$ cat src/rtl/temporal_edge_encoder.sv
// Binary-to-race-logic edge encoder: SET pulse, then a GAMMA-cycle window.
// Define TEMPORAL_EDGE_PULSE_EN for one-cycle pulse code instead of rising edges.
module temporal_edge_encoder #(
  parameter int N     = 2,
  parameter int W     = 4,
  parameter int GAMMA = 16
) (
  input  logic           aclk,
  input  logic           grst,
  input  logic           in_valid,
  output logic           in_ready,
  input  logic [N*W-1:0] in_data,
  input  logic [N-1:0]   in_null,
  output logic           set,
  output logic [N-1:0]   edge_out,
  output logic           busy,
  output logic           gamma_done
);

  localparam int CW = (GAMMA > 1) ? $clog2(GAMMA) : 1;

  if (GAMMA < (1 << W)) begin : g_gamma_chk
    $error("GAMMA must be at least 2**W");
  end

  typedef enum logic [1:0] {
    IDLE,
    SET,
    RUN
  } state_t;

  state_t         state_q;
  logic [CW-1:0]  cnt_q;
  logic [CW-1:0]  cnt_d;
  logic [N*W-1:0] data_q;
  logic [N-1:0]   null_q;
  logic [N-1:0]   hit_d;
  logic           rdy_q;
  logic           set_q;
  logic           busy_q;
  logic           done_q;
  logic [N-1:0]   edge_q;

  // Look one count ahead so the edge register lands in the matching cycle.
  always_comb begin
    cnt_d = '0;
    if (state_q == RUN) begin
      cnt_d = cnt_q + 1'b1;
    end
    hit_d = '0;
    for (int i = 0; i < N; i++) begin
      hit_d[i] = ~null_q[i] && (cnt_d == CW'(data_q[i*W +: W]));
    end
  end

  always_ff @(posedge aclk or posedge grst) begin
    if (grst) begin
      state_q <= IDLE;
      cnt_q   <= '0;
      data_q  <= '0;
      null_q  <= '0;
      rdy_q   <= 1'b1;
      set_q   <= 1'b0;
      busy_q  <= 1'b0;
      done_q  <= 1'b0;
      edge_q  <= '0;
    end else begin
      unique case (state_q)
        IDLE: begin
          if (in_valid && rdy_q) begin
            state_q <= SET;
            data_q  <= in_data;
            null_q  <= in_null;
            cnt_q   <= '0;
            rdy_q   <= 1'b0;
            set_q   <= 1'b1;
            busy_q  <= 1'b1;
            edge_q  <= '0;
          end
        end
        SET: begin
          state_q <= RUN;
          cnt_q   <= '0;
          set_q   <= 1'b0;
          done_q  <= 1'b0;
          edge_q  <= hit_d;
        end
        RUN: begin
          if (cnt_q == CW'(GAMMA - 1)) begin
            state_q <= IDLE;
            cnt_q   <= '0;
            rdy_q   <= 1'b1;
            busy_q  <= 1'b0;
            done_q  <= 1'b0;
`ifdef TEMPORAL_EDGE_PULSE_EN
            edge_q  <= '0;
`endif
          end else begin
            cnt_q  <= cnt_d;
            done_q <= (cnt_d == CW'(GAMMA - 1));
`ifdef TEMPORAL_EDGE_PULSE_EN
            edge_q <= hit_d;
`else
            edge_q <= edge_q | hit_d;
`endif
          end
        end
        default: begin
          state_q <= IDLE;
        end
      endcase
    end
  end

  // Reset must pull ready low immediately, not at the next clock.
  assign in_ready   = rdy_q & ~grst;
  assign set        = set_q;
  assign edge_out   = edge_q;
  assign busy       = busy_q;
  assign gamma_done = done_q;

endmodule
$ cat config.mk
export PLATFORM = sky130hd
export DESIGN_NAME = temporal_edge_encoder
export DESIGN_NICKNAME = d
export VERILOG_FILES = /design/src/rtl/temporal_edge_encoder.sv
export SDC_FILE = /design/constraint.sdc
export NUM_CORES = 1
export LEC_CHECK = 0
export ABC_AREA = 1
export CAP_MARGIN = 15
export CORE_MARGIN = 4
export CORE_UTILIZATION = 33
export DETAILED_ROUTE_END_ITERATION = 10
export GPL_TIMING_DRIVEN = 0
export MAX_ROUTING_LAYER = met4
export PLACE_DENSITY = 0.64
export SLEW_MARGIN = 20
export SYNTH_ARGS = -nofsm -noshare
export SYNTH_HDL_FRONTEND = slang
export SYNTH_SLANG_ARGS = --single-unit
$ cat constraint.sdc
create_clock -name aclk -period 2.15 [get_ports aclk]
set_input_delay 0.43 -clock aclk [delete_from_list [all_inputs] [get_ports aclk]]
set_output_delay 0.43 -clock aclk [all_outputs]
set_load 0.02 [all_outputs]
==> results.txt <==
Once detailed placement completed, the half-perimeter wirelength came to approximately 2.0 mm. The maximum root-to-sink buffer count is 2. The number of synthesized flops with an enable pin is 0. The number of hold-repair buffers added at the cts stage came out at 0.

The mean instance size in the synthesized netlist came out at 8.137 sq um. The post-detailed-route wirelength per cell came out at ~12 um. In this run the count of I/O pins placed on the die edge is 19. Among all stages on the critical path, the largest delay is contributed by sky130_fd_sc_hd__clkdlybuf4s50_1. The share of the core filled with cells in the final layout is between 40% and 50%.

The post-synthesis instance area is around 1200 sq um. The min-delay analysis places its worst path in the category reg2reg. The detailed-route vias per instance is ~4.7.

The number of diodes added for antenna fixing came out at 0. For this run, the total global-route usage over all layers was measured as ~14%. The post-synthesis instance total came out at roughly 150. Setup repair after global routing left no endpoint under its margin. The detail route stage leaves a number of antenna-violating nets equal to 0.

TritonCTS built the clock tree. The number of nets in the finished design came out at approximately 190. The final RePlAce weighted congestion is 0.8283. After clock tree synthesis, the clock-pin slew on the worst setup and hold paths is ~120 ps. The max-slew headroom at the worst pin is between 40% and 50%. The worst setup path is of the reg2out kind. The final number of hold-violating endpoints is 0. Among all cell types in the netlist, the one instantiated most often is sky130_fd_sc_hd__nand2_1. The total non-filler cell area in the finished layout came out at 1460 sq um. In this run, synthesis produced a sequential element count of 22.

The count of different cell masters after synthesis came out at 22. The number of antenna violations at the first check in global routing came out at 0. The total number of clock tree sinks is 22. Along the worst path, the maximum fanout reaches 3. Data on the critical path is required at its endpoint by approximately 1700 ps.

The data arrival time at the worst-slack endpoint is 1640 ps. The slew at the pin with the worst max-slew slack came out at 852.2 ps. The overflow left after global routing came out at 0. The number of pins with negative max-slew slack in the final report is 0.

The die is slightly below 70 um tall. The number of I/O port buffers came out at 18. The number of placement rows came out at 21.

The number of nets in the synthesized netlist is 166. The area share of the largest cell type after synthesis came out at 43.93%. The core region is 3416 sq um. Across the routed clock network, the largest skew measured is ~0.52 ps. Summing the sequential cell areas from Yosys gives about 46% of the chip area. The delay of the slowest cell on the worst path is between 600 and 700 ps.

Max-cap violations in this run came to 0. By area the synthesized netlist is led by sky130_fd_sc_hd__dfrtp_1 44%, sky130_fd_sc_hd__nand2_1 13%, sky130_fd_sc_hd__inv_1 6.9%, sky130_fd_sc_hd__ha_1 6.3%, sky130_fd_sc_hd__nor2_1 4.4%. The iteration count of the initial detailed-routing pass came out at 4. Clock latency on the worst-skew pair, taken at its later pin, is ~310 ps. The signal on the critical path passes through inv_1 -> nor2_1 -> clkdlybuf4s50_1. The first global-routing pass estimated between 4 and 5 mm of wire.

The die covers approximately 4700 sq um. The maximum achievable frequency came out at about 480 MHz. The total of cells resized after clock tree synthesis came out at 0. The total of warnings raised by yosys is 0. The clock buffer count from CTS is 3. The tree is rooted in a sky130_fd_sc_hd__clkbuf_4.

The final number of setup-violating endpoints came out at 0. The dominant cell type by area after synthesis is sky130_fd_sc_hd__dfrtp_1. The final clock period utilization by the worst path came out at between 90% and 100%.

The number of setup buffers added after CTS came out at 0. The total number of vias came out at between 1,000 and 1,500. The placement-stage cell area is roughly 1400 sq um. After the first detailed-routing iteration, the DRC count stood at 12. The minimum period implied by the final worst setup slack is 2066 ps. Across the VDD grid, the largest voltage drop is between 0.5 and 0.6 mV.

The worst setup path is launched from a register. The maximum level of the CTS H-tree came out at 1. The element type at the critical path end is an output pin. The remaining routing DRC violations came out at 0. For this run, asynchronously set or reset flops after synthesis account for between 90% and 100%.

The number of global-route vias before repair is between 900 and 1,000. Once the floorplan was initialized, standard cells occupied 35.02% of the core. Relative to the synthesized area, the layout overhead comes to 22.07%.

The final wirelength came out at between 2 and 3 mm. The analysis attributes to cell leakage a power of ~0.72 nW. For this run, the leading register cell type out of synthesis is sky130_fd_sc_hd__dfrtp_1. The total negative slack is 0 ps. Dividing total power by cell area gives a power density of ~1000 nW/um^2. The share of layout cells above drive strength 1 came out at 9.467%. The largest net degree at the start of global routing came out at 23. The commonest cells after synthesis are 41 x sky130_fd_sc_hd__nand2_1, 22 x sky130_fd_sc_hd__inv_1, 21 x sky130_fd_sc_hd__dfrtp_1. The worst hold slack after final layout is around 510 ps. The run finished with clean final reports. The die outline width is about 68 um.
state kept, by name, indices dropped and copies added (netlist names), 2 cells and up:
register / cells
cnt_q: 4
data_q: 8
edge_out: 2
null_q: 2
state_q: 2
logic make-up after synthesis:
logic type                 count (synthesis)  share of synthesized area, %
AOI/OAI and AO/OA                         19                         8.891
DFF                                       22                         46.13
muxes                                      4                         3.765
buffers and inverters                     24                         7.950
adders and majority gates                  6                         6.276
xor gates and xnor gates                   2                         1.465
and+or+nand+nor                           70                         25.52
stage by stage:
step	cells	power, mW	worst slack, ps
finish	215	1.518	84.17
global placement	211	1.293	163.6
global route	215	1.664	7.636
floorplan	147	1.134	709.7
detailed placement	211	1.326	93.64
CTS	215	1.527	68.19
cells in the final DEF (no fill, tap or decap):
master / count
sky130_fd_sc_hd__inv_1: 22
sky130_fd_sc_hd__dfstp_2: 1
sky130_fd_sc_hd__ha_1: 6
sky130_fd_sc_hd__clkbuf_4: 3
sky130_fd_sc_hd__nand2_1: 41
sky130_fd_sc_hd__o21ai_1: 1
sky130_fd_sc_hd__o21a_1: 1
sky130_fd_sc_hd__a22oi_1: 1
sky130_fd_sc_hd__clkdlybuf4s50_1: 18
sky130_fd_sc_hd__nand3_2: 3
sky130_fd_sc_hd__mux2_2: 4
sky130_fd_sc_hd__xor2_1: 2
sky130_fd_sc_hd__nand3_1: 5
sky130_fd_sc_hd__dfrtp_1: 21
sky130_fd_sc_hd__o21ai_0: 7
sky130_fd_sc_hd__o22ai_1: 2
sky130_fd_sc_hd__buf_2: 1
sky130_fd_sc_hd__nand4_1: 4
sky130_fd_sc_hd__o32ai_1: 1
sky130_fd_sc_hd__nor2_2: 1
sky130_fd_sc_hd__nand2_2: 2
sky130_fd_sc_hd__clkbuf_1: 1
sky130_fd_sc_hd__a21oi_1: 6
sky130_fd_sc_hd__nor2_1: 14
sky130_fd_sc_hd__buf_4: 1
power breakdown:
part	internal, mW	switching [mW]
sequential	0.554	0.0914
combinational	0.271	0.401
clock	0.0724	0.129
total	0.897	0.621
final cells by class:
| type | instances | area, sq um |
|---|---|---|
| inverter | 22 | 82.58 |
| multi-input combinational | 101 | 549.3 |
| fill | 367 | 1956 |
| clock buffer | 4 | 26.28 |
| sequential | 22 | 551.8 |
| buffer | 2 | 12.51 |
| timing repair buffer | 18 | 180.2 |
| tap | 46 | 57.56 |
path summary, 6_finish.rpt:
check                           start           to  slack (ps)  depth (start not counted)
min reg2reg                      busy         busy         510                          1
max in group asynchronous        grst    data_q[3]        1000                          2
max                             rdy_q     in_ready          80                          3
min                              busy         busy         510                          1
max reg2reg                state_q[0]  edge_out[0]         430                         12
min in group asynchronous        grst         busy         630                          2
critical path: cells and delay by family (launching register included):
family	cells	cell delay, ps
AND/OR/NAND/NOR	1	90
flip-flops	1	570
buffers and inverters	2	670
routing by layer:
metal,vias to the layer above,routed length (um),global-route usage (%)
li1,510,-,-
met4,0,49,6.700
met3,4,69,1.478
met1,470,1126,16.02
met2,18,1332,22.86
met5,-,0,-
Power figures use the tool's default switching activity.
